## src/rtl/qdec_pkg.sv

```systemverilog
// Shared types and constants for the quadrature step decoder.
// Phase codes are {sa,sb}; the next-state tables are indexed by the current code.
package qdec_pkg;

  typedef enum logic [1:0] {
    S00 = 2'b00,
    S01 = 2'b01,
    S11 = 2'b11,
    S10 = 2'b10
  } phase_t;

  localparam int SYNC_STAGES_DEF   = 2;
  localparam int FILTER_CYCLES_DEF = 3;

  // Forward order S00->S01->S11->S10->S00; reverse is the opposite walk.
  localparam phase_t FWD_NEXT [4] = '{S01, S11, S00, S10};
  localparam phase_t REV_NEXT [4] = '{S10, S00, S11, S01};

endpackage

```

## src/rtl/quad_step_decoder_if.sv

```systemverilog
// Pin-side and counter-side signals of the quadrature decoder.
// master drives the encoder pins and preset; slave is the decoder itself.
interface quad_step_decoder_if #(
  parameter int WIDTH = 4
) ();
  logic             phase_a;
  logic             phase_b;
  logic             index;
  logic [WIDTH-1:0] preset_in;
  logic             up;
  logic             down;
  logic             load;
  logic [WIDTH-1:0] load_val;
  logic             err;

  modport master (
    output phase_a, phase_b, index, preset_in,
    input  up, down, load, load_val, err
  );

  modport slave (
    input  phase_a, phase_b, index, preset_in,
    output up, down, load, load_val, err
  );
endinterface

```

## src/rtl/qdec_sync_filter.sv

```systemverilog
// One input: SYNC_STAGES-deep synchronizer, plus a stability filter when
// QDEC_FILTER_EN is defined (output follows only levels held FILTER_CYCLES cycles).
module qdec_sync_filter #(
  parameter int SYNC_STAGES   = 2,
  parameter int FILTER_CYCLES = 3
) (
  input  logic clk,
  input  logic reset,
  input  logic d,
  output logic q
);

  if (SYNC_STAGES < 2 || FILTER_CYCLES < 1) begin : g_bad_cfg
    $error("qdec_sync_filter: SYNC_STAGES must be >= 2 and FILTER_CYCLES >= 1");
  end

  logic [SYNC_STAGES-1:0] sync_q, sync_d;

  always_comb begin
    sync_d = {sync_q[SYNC_STAGES-2:0], d};
  end

  always_ff @(posedge clk or negedge reset) begin
    if (!reset) sync_q <= '0;
    else        sync_q <= sync_d;
  end

`ifdef QDEC_FILTER_EN
  localparam int CW = $clog2(FILTER_CYCLES) + 1;

  logic          filt_q, filt_d;
  logic [CW-1:0] cnt_q, cnt_d;

  // Counter tracks consecutive cycles the synchronized level differs from
  // the accepted one; any return to the accepted level restarts it.
  always_comb begin
    filt_d = filt_q;
    cnt_d  = '0;
    if (sync_q[SYNC_STAGES-1] != filt_q) begin
      if (cnt_q == CW'(FILTER_CYCLES - 1)) filt_d = sync_q[SYNC_STAGES-1];
      else                                 cnt_d  = cnt_q + 1'b1;
    end
  end

  always_ff @(posedge clk or negedge reset) begin
    if (!reset) begin
      filt_q <= 1'b0;
      cnt_q  <= '0;
    end else begin
      filt_q <= filt_d;
      cnt_q  <= cnt_d;
    end
  end

  assign q = filt_q;
`else
  assign q = sync_q[SYNC_STAGES-1];
`endif

endmodule

```

## src/rtl/quad_step_decoder.sv

```systemverilog
// Quadrature front end: x4 phase decode into up/down strobes, index edge into
// load/load_val, illegal jumps into err. Optional input filter: QDEC_FILTER_EN.
module quad_step_decoder
  import qdec_pkg::*;
#(
  parameter int SYNC_STAGES   = SYNC_STAGES_DEF,
  parameter int FILTER_CYCLES = FILTER_CYCLES_DEF,
  parameter int WIDTH         = 4
) (
  input logic                clk,
  input logic                reset,
  quad_step_decoder_if.slave bus
);

  logic sa, sb, si;

  qdec_sync_filter #(.SYNC_STAGES(SYNC_STAGES), .FILTER_CYCLES(FILTER_CYCLES))
    u_sync_a (.clk(clk), .reset(reset), .d(bus.phase_a), .q(sa));
  qdec_sync_filter #(.SYNC_STAGES(SYNC_STAGES), .FILTER_CYCLES(FILTER_CYCLES))
    u_sync_b (.clk(clk), .reset(reset), .d(bus.phase_b), .q(sb));
  qdec_sync_filter #(.SYNC_STAGES(SYNC_STAGES), .FILTER_CYCLES(FILTER_CYCLES))
    u_sync_i (.clk(clk), .reset(reset), .d(bus.index), .q(si));

  phase_t           state_q, state_d, sample;
  logic             primed_q, primed_d;
  logic             idx_q, idx_d;
  logic             up_q, up_d, down_q, down_d, load_q, load_d, err_q, err_d;
  logic [WIDTH-1:0] load_val_q, load_val_d;
  logic             fwd, rev, jump, idx_rise;

  always_comb begin
    sample     = phase_t'({sa, sb});
    fwd        = (sample == FWD_NEXT[state_q]);
    rev        = (sample == REV_NEXT[state_q]);
    jump       = (sample != state_q) && !fwd && !rev;
    idx_rise   = si && !idx_q;
    state_d    = sample;
    idx_d      = si;
    primed_d   = 1'b1;
    up_d       = 1'b0;
    down_d     = 1'b0;
    load_d     = 1'b0;
    err_d      = 1'b0;
    load_val_d = load_val_q;
    // The first sample after reset only seeds state and index history.
    if (primed_q) begin
      load_d = idx_rise;
      err_d  = jump;
      up_d   = fwd && !idx_rise;
      down_d = rev && !idx_rise;
      if (idx_rise) load_val_d = bus.preset_in;
    end
  end

  always_ff @(posedge clk or negedge reset) begin
    if (!reset) begin
      state_q    <= S00;
      primed_q   <= 1'b0;
      idx_q      <= 1'b0;
      up_q       <= 1'b0;
      down_q     <= 1'b0;
      load_q     <= 1'b0;
      err_q      <= 1'b0;
      load_val_q <= '0;
    end else begin
      state_q    <= state_d;
      primed_q   <= primed_d;
      idx_q      <= idx_d;
      up_q       <= up_d;
      down_q     <= down_d;
      load_q     <= load_d;
      err_q      <= err_d;
      load_val_q <= load_val_d;
    end
  end

  assign bus.up       = up_q;
  assign bus.down     = down_q;
  assign bus.load     = load_q;
  assign bus.err      = err_q;
  assign bus.load_val = load_val_q;

endmodule
```

## src/flat_wrapper.sv

```systemverilog
// flat-port wrapper written by rule: the top's interface ports become plain ports
module quad_step_decoder_flat import qdec_pkg::*;
#(
  parameter int SYNC_STAGES   = SYNC_STAGES_DEF,
  parameter int FILTER_CYCLES = FILTER_CYCLES_DEF,
  parameter int WIDTH         = 4
)
  (clk, reset, bus_phase_a, bus_phase_b, bus_index, bus_preset_in, bus_up, bus_down, bus_load, bus_load_val, bus_err);
  quad_step_decoder_if #(.WIDTH(WIDTH)) bus_i ();
  input logic clk;
  input logic reset;
  input wire logic [$bits(bus_i.phase_a)-1:0] bus_phase_a;
  input wire logic [$bits(bus_i.phase_b)-1:0] bus_phase_b;
  input wire logic [$bits(bus_i.index)-1:0] bus_index;
  input wire logic [$bits(bus_i.preset_in)-1:0] bus_preset_in;
  output wire logic [$bits(bus_i.up)-1:0] bus_up;
  output wire logic [$bits(bus_i.down)-1:0] bus_down;
  output wire logic [$bits(bus_i.load)-1:0] bus_load;
  output wire logic [$bits(bus_i.load_val)-1:0] bus_load_val;
  output wire logic [$bits(bus_i.err)-1:0] bus_err;
  assign bus_i.phase_a = bus_phase_a;
  assign bus_i.phase_b = bus_phase_b;
  assign bus_i.index = bus_index;
  assign bus_i.preset_in = bus_preset_in;
  assign bus_up = bus_i.up;
  assign bus_down = bus_i.down;
  assign bus_load = bus_i.load;
  assign bus_load_val = bus_i.load_val;
  assign bus_err = bus_i.err;
  quad_step_decoder #(.SYNC_STAGES(SYNC_STAGES), .FILTER_CYCLES(FILTER_CYCLES), .WIDTH(WIDTH)) u_core (.clk(clk), .reset(reset), .bus(bus_i));
endmodule
```

## config.mk

```make
export PLATFORM = sky130hd
export DESIGN_NAME = quad_step_decoder_flat
export DESIGN_NICKNAME = d
export VERILOG_FILES = /design/src/rtl/qdec_pkg.sv /design/src/rtl/quad_step_decoder_if.sv /design/src/rtl/qdec_sync_filter.sv /design/src/rtl/quad_step_decoder.sv /design/src/flat_wrapper.sv
export SDC_FILE = /design/constraint.sdc
export NUM_CORES = 1
export LEC_CHECK = 0
export BUFFER_PORTS_ARGS = -buffer_cell sky130_fd_sc_hd__buf_2
export CAP_MARGIN = 25
export CORE_AREA = 2 2 39 41
export DETAILED_ROUTE_END_ITERATION = 10
export DIE_AREA = 0 0 41 43
export PLACE_DENSITY_LB_ADDON = 0.3
export RECOVER_POWER = 100
export SLEW_MARGIN = 30
export SYNTH_ARGS = -nofsm -noshare
export SYNTH_HDL_FRONTEND = slang
export SYNTH_HIERARCHICAL = 1
export SYNTH_SLANG_ARGS = --single-unit
```

## constraint.sdc

```tcl
create_clock -name clk -period 1.8 [get_ports clk]
set_input_delay 0.36 -clock clk [delete_from_list [all_inputs] [get_ports clk]]
set_output_delay 0.36 -clock clk [all_outputs]
set_load 0.02 [all_outputs]
```

### Word-level counts from Yosys, hierarchy flattened

Index checks and enable logic that the tools add are counted.

* bits in registers: 18
* bits of input ports: 9
* output and inout port bits: 8
* word-level logic and storage cells: 36

* magnitude comparators: 1
* eq/ne operators: 3
* multiplexer cells: 10
* bitwise gates (word level): 1
* reductions and logical operators: 10

Operator list (count)
* $bmux 2 s2: 2
* $mux 2: 4
* $logic_and 1x1->1: 5
* $eq 2x2->1: 2
* $logic_not 1->1: 4
* $mux 1: 4
* $ge 3x3->1 const B: 1
* $not 2->3: 1
* $ne 2x2->1: 1
* $reduce_and 2->1: 1

### Longest topological paths before layout

* depth in word-level cells: 9
* mapped depth: 3
* gate-level depth less buffers: 2

### Cells and area by module

The synthesis kept the hierarchy.

By module, submodules not included
* quad_step_decoder: times used 1, cells each 27, area an instance 460.4 sq um, seq. area each 300.3 sq um
* qdec_sync_filter: times used 3, cells each 2, area an instance 50.0 sq um, seq. area each 50.0 sq um

### Least setup slack after synthesis

No wires, ideal clock.

* path kind: flip-flop to flip-flop
* start: register u_core.idx_q
* end: register u_core.load_val_q[0] (netlist: u_core/bus.load_val[0])
* library setup time: 0.125 ns
* arrival time: 0.956 ns
* data required time: 1.675 ns
* setup slack: 0.718 ns
* cell stages (with the launch flop): 4
* buffers on the path: 1
* period minus slack after synthesis: 1.082 ns
* cells stage by stage: dfrtp_1 and3b_1 buf_6 mux2_4

* cells in the longest elaborated chain, start to end: 3

RTL lines
* start: declaration: line quad_step_decoder.sv:26 `logic idx_q, idx_d;`
* start signal: assignment: line quad_step_decoder.sv:68 `idx_q <= idx_d;`
* $logic_not 1->1: line quad_step_decoder.sv:36 `idx_rise = si && !idx_q;`
* $logic_and 1x1->1: line quad_step_decoder.sv:36
* $reduce_and 2->1 (no line)
* end signal: assignment: line quad_step_decoder.sv:73 `load_val_q <= load_val_d;`
* end: declaration: line quad_step_decoder.sv:28 `logic [WIDTH-1:0] load_val_q, load_val_d;`

Every way passes these cells.
A chain may end at the register's enable or synchronous reset.

==> implementation parameters <==
Parameter                              Value

Timing
  Relative slew slack    40.7%
  Total Negative Setup Slacks    0 ns
  Final number of hold-violating endpoints    0
  Transition at the pin with the smallest max-transition slack    0.890 ns
  Final setup viols    0
  Minimum hold slack    0.179 ns
  Number of pins with negative max-slew slack in the final report    0
  Fmax achieved    0.802 GHz
  Unrepaired setup endpoints after global routing    no
  Clock Skew    0.000527 ns
  Final critical path time including I/O delays and setup    1.25 ns
  Share of the cycle needed by the critical path after routing    69.3%

Yosys
  Combinational family with the most area after synthesis    multiplexers
  Sequential cell area fraction in the yosys report    73.8%
  Compound-Gate Fraction of Synth Area    0%
  Synth Area in Adders    0%
  Simple-gate portion of the synthesized area    8.20%
  Post-synthesis xor/xnor area fraction    5.74%
  Synthesized area per cell    18.5 sq um
  Number of distinct library cells after synthesis    11
  Number of nets produced by synthesis    42
  Fraction of synthesized area in multiplexers    9.84%
  Combined area of all synthesized cells    611 sq um
  Synth warnings    6
  Synthesis-stage register bit count    18
  Instance count of the mapped netlist    33

Worst setup path
  Slowest Stage Delay on Critical Path    0.67 ns
  Critical path launch point type    input pin
  CP cell instances    dlygate4sd3_1, clkbuf_1
  Arrival time of data at the critical path endpoint    1.55 ns
  Crit-path leading delay family    buffers and inverters
  Master of the slowest instance on the critical path    sky130_fd_sc_hd__clkbuf_1
  Crit path capture type    async pin
  WP data required    2.10 ns
  Total buffers and inverters traversed by the critical path    2
  Critical Setup Path Class    in -> async
  Critical path peak fanout    18

Floorplanning
  DIE AREA    1760 sq um
  I/O pins    17
  Area of the placeable core    1380 sq um
  Starting Density    44.1%
  Overall die width    41 um
  Die Y    43 um
  Number of rows in the core area    14

Final layout
  Final nets    63
  Share of final-layout standard cells stronger than drive strength 1    24.5%
  Core utilization of the finished layout    51.5%
  Sequential cell area    450 sq um
  Area added between synthesis and finish    16.8%
  Most common cell after layout, fill and taps aside    sky130_fd_sc_hd__dfrtp_1
  Commonest cells after routing, fill and taps aside    sky130_fd_sc_hd__dfrtp_1 (18), sky130_fd_sc_hd__clkbuf_1 (9), sky130_fd_sc_hd__buf_2 (7), sky130_fd_sc_hd__mux2_1 (4)
  Number of antenna cells inserted    0
  Multi-input gate area in the final layout    128 sq um
  Fill cell count    130

Clock tree
  Latest clock arrival within the worst-skew pair    0.28 ns
  Clock Path Buffers    2
  # H-tree levels    1
  Root Driver    sky130_fd_sc_hd__clkbuf_4
  Number of gates given a new drive strength after cts    0
  Clock-pin slew reported for the worst setup and hold paths after clock tree synthesis    0.09 ns
  Sinks on the clock net    18
  CTS tree    done
  Clock buffers created by TritonCTS    3

Power and ir drop
  Maximum vdd ir drop    464 uV
  Power density normalized to cell area    1090 nW/um^2
  Static leakage    0.339 nW

Detailed routing
  Number of search-and-repair iterations in the first detailed-routing pass    3
  Per-cell routed wire length    11.8 um
  Initial detailed-routing violation count    2
  DRC violations left    0
  Number of vias after detailed routing    319
  Vias per inst    4.62
  Number of nets still failing antenna checks after routing    0
  Wire length reported by the detailed router    814 um

Global routing
  Total global routing track utilization    11.7%
  Vias in the first global route    316
  Maximum number of pins on one net before global-route repair    19
  First-pass GRT wire length    1.32 mm
  Number of antenna violations at the first check in global routing    0
  GRT overflow    0

Placement
  Count of buffers inserted at the top-level ports    16
  Gpl congestion    0.688

Worst hold path
  Hold WC Path Type    in -> reg

Outcome
  Outcome    completed

Job
  Max-cap violations    0
power by group:
group	switching, mW	leakage [nW]	internal [mW]	total [mW]
clock network	0.112	0.0210	0.123	0.235
registers	0.0176	0.218	0.437	0.455
logic	0.0548	0.101	0.0331	0.0880
total	0.185	0.339	0.593	0.778
cell families after synthesis:
| family | count (synthesis) |
|---|---|
| xor gates and xnor gates | 4 |
| buffers and inverters | 1 |
| DFF | 18 |
| muxes | 4 |
| other | 1 |
| and+or+nand+nor | 5 |
per-layer routing:
metal | track usage, % | part of all wire [%] | up-vias
met3 | 4.71 | 6.8 | 0
met5 | 0 | 0 | -
met4 | 6.00 | 0 | 0
li1 | - | - | 150
met1 | 14.0 | 40 | 160
met2 | 17.5 | 53 | 9
through the flow:
stage	std cells	worst slack [ns]	instance area, sq um	power, mW
final	69	0.553	713	0.778
after global routing	69	0.278	713	0.829
after CTS	69	0.583	746	0.814
after detailed placement	64	0.613	699	0.574
after global placement	64	0.654	699	0.572
after floorplan	33	0.718	611	0.530
cell usage after synthesis:
cell | instances | area [sq um]
sky130_fd_sc_hd__xnor2_1 | 1 | 8.76
sky130_fd_sc_hd__and2b_1 | 1 | 7.51
sky130_fd_sc_hd__conb_1 | 1 | 3.75
sky130_fd_sc_hd__and4b_2 | 1 | 11.3
sky130_fd_sc_hd__xor2_1 | 3 | 26.3
sky130_fd_sc_hd__and3_2 | 1 | 7.51
sky130_fd_sc_hd__nor4b_2 | 1 | 15.0
sky130_fd_sc_hd__mux2_4 | 4 | 60.1
sky130_fd_sc_hd__and3b_1 | 1 | 8.76
sky130_fd_sc_hd__dfrtp_1 | 18 | 450
sky130_fd_sc_hd__buf_6 | 1 | 11.3
cell type report:
cell class,count,area share [%]
Sequential cell,18,63.2
Multi-Input combinational cell,14,17.9
Timing Repair Buffer,17,11.1
Tap cell,16,2.81
Clock buffer,4,5.09
sequential cells by signal, summed over array words and instances, names as in the netlist:
| register | flops |
|---|---|
| u_core/state_q | 2 |
| u_core/bus.err | 1 |
| u_core/u_sync_b/sync_q | 2 |
| u_core/bus.load_val | 4 |
| u_core/u_sync_a/sync_q | 2 |
| u_core/bus.up | 1 |
| u_core/bus.load | 1 |
| u_core/idx_q | 1 |
| u_core/bus.down | 1 |
| u_core/primed_q | 1 |
| u_core/u_sync_i/sync_q | 2 |
path summary, 6_finish.rpt:
| check | start | to | slack [ns] | cells after the start |
|---|---|---|---|---|
| max | reset | u_core/state_q[1] | 0.55 | 2 |
| min | bus_phase_a | u_core/u_sync_a/sync_q[0] | 0.18 | 1 |
| max reg2reg | u_core/idx_q | u_core/bus.load_val[0] | 0.62 | 2 |
| min reg2reg | u_core/u_sync_b/sync_q[0] | u_core/u_sync_b/sync_q[1] | 0.36 | 0 |
| max in group clk | u_core/bus.load_val[1] | bus_load_val[1] | 0.56 | 1 |
| min in group asynchronous | reset | u_core/bus.load_val[1] | 0.71 | 2 |
timing repair:
item                       CTS  global route
setup buffers                0             0
hold endpoints to repair    18             0
setup endpoints to repair    0             0
hold buffers                 1             0
Power figures use the tool's default switching activity.
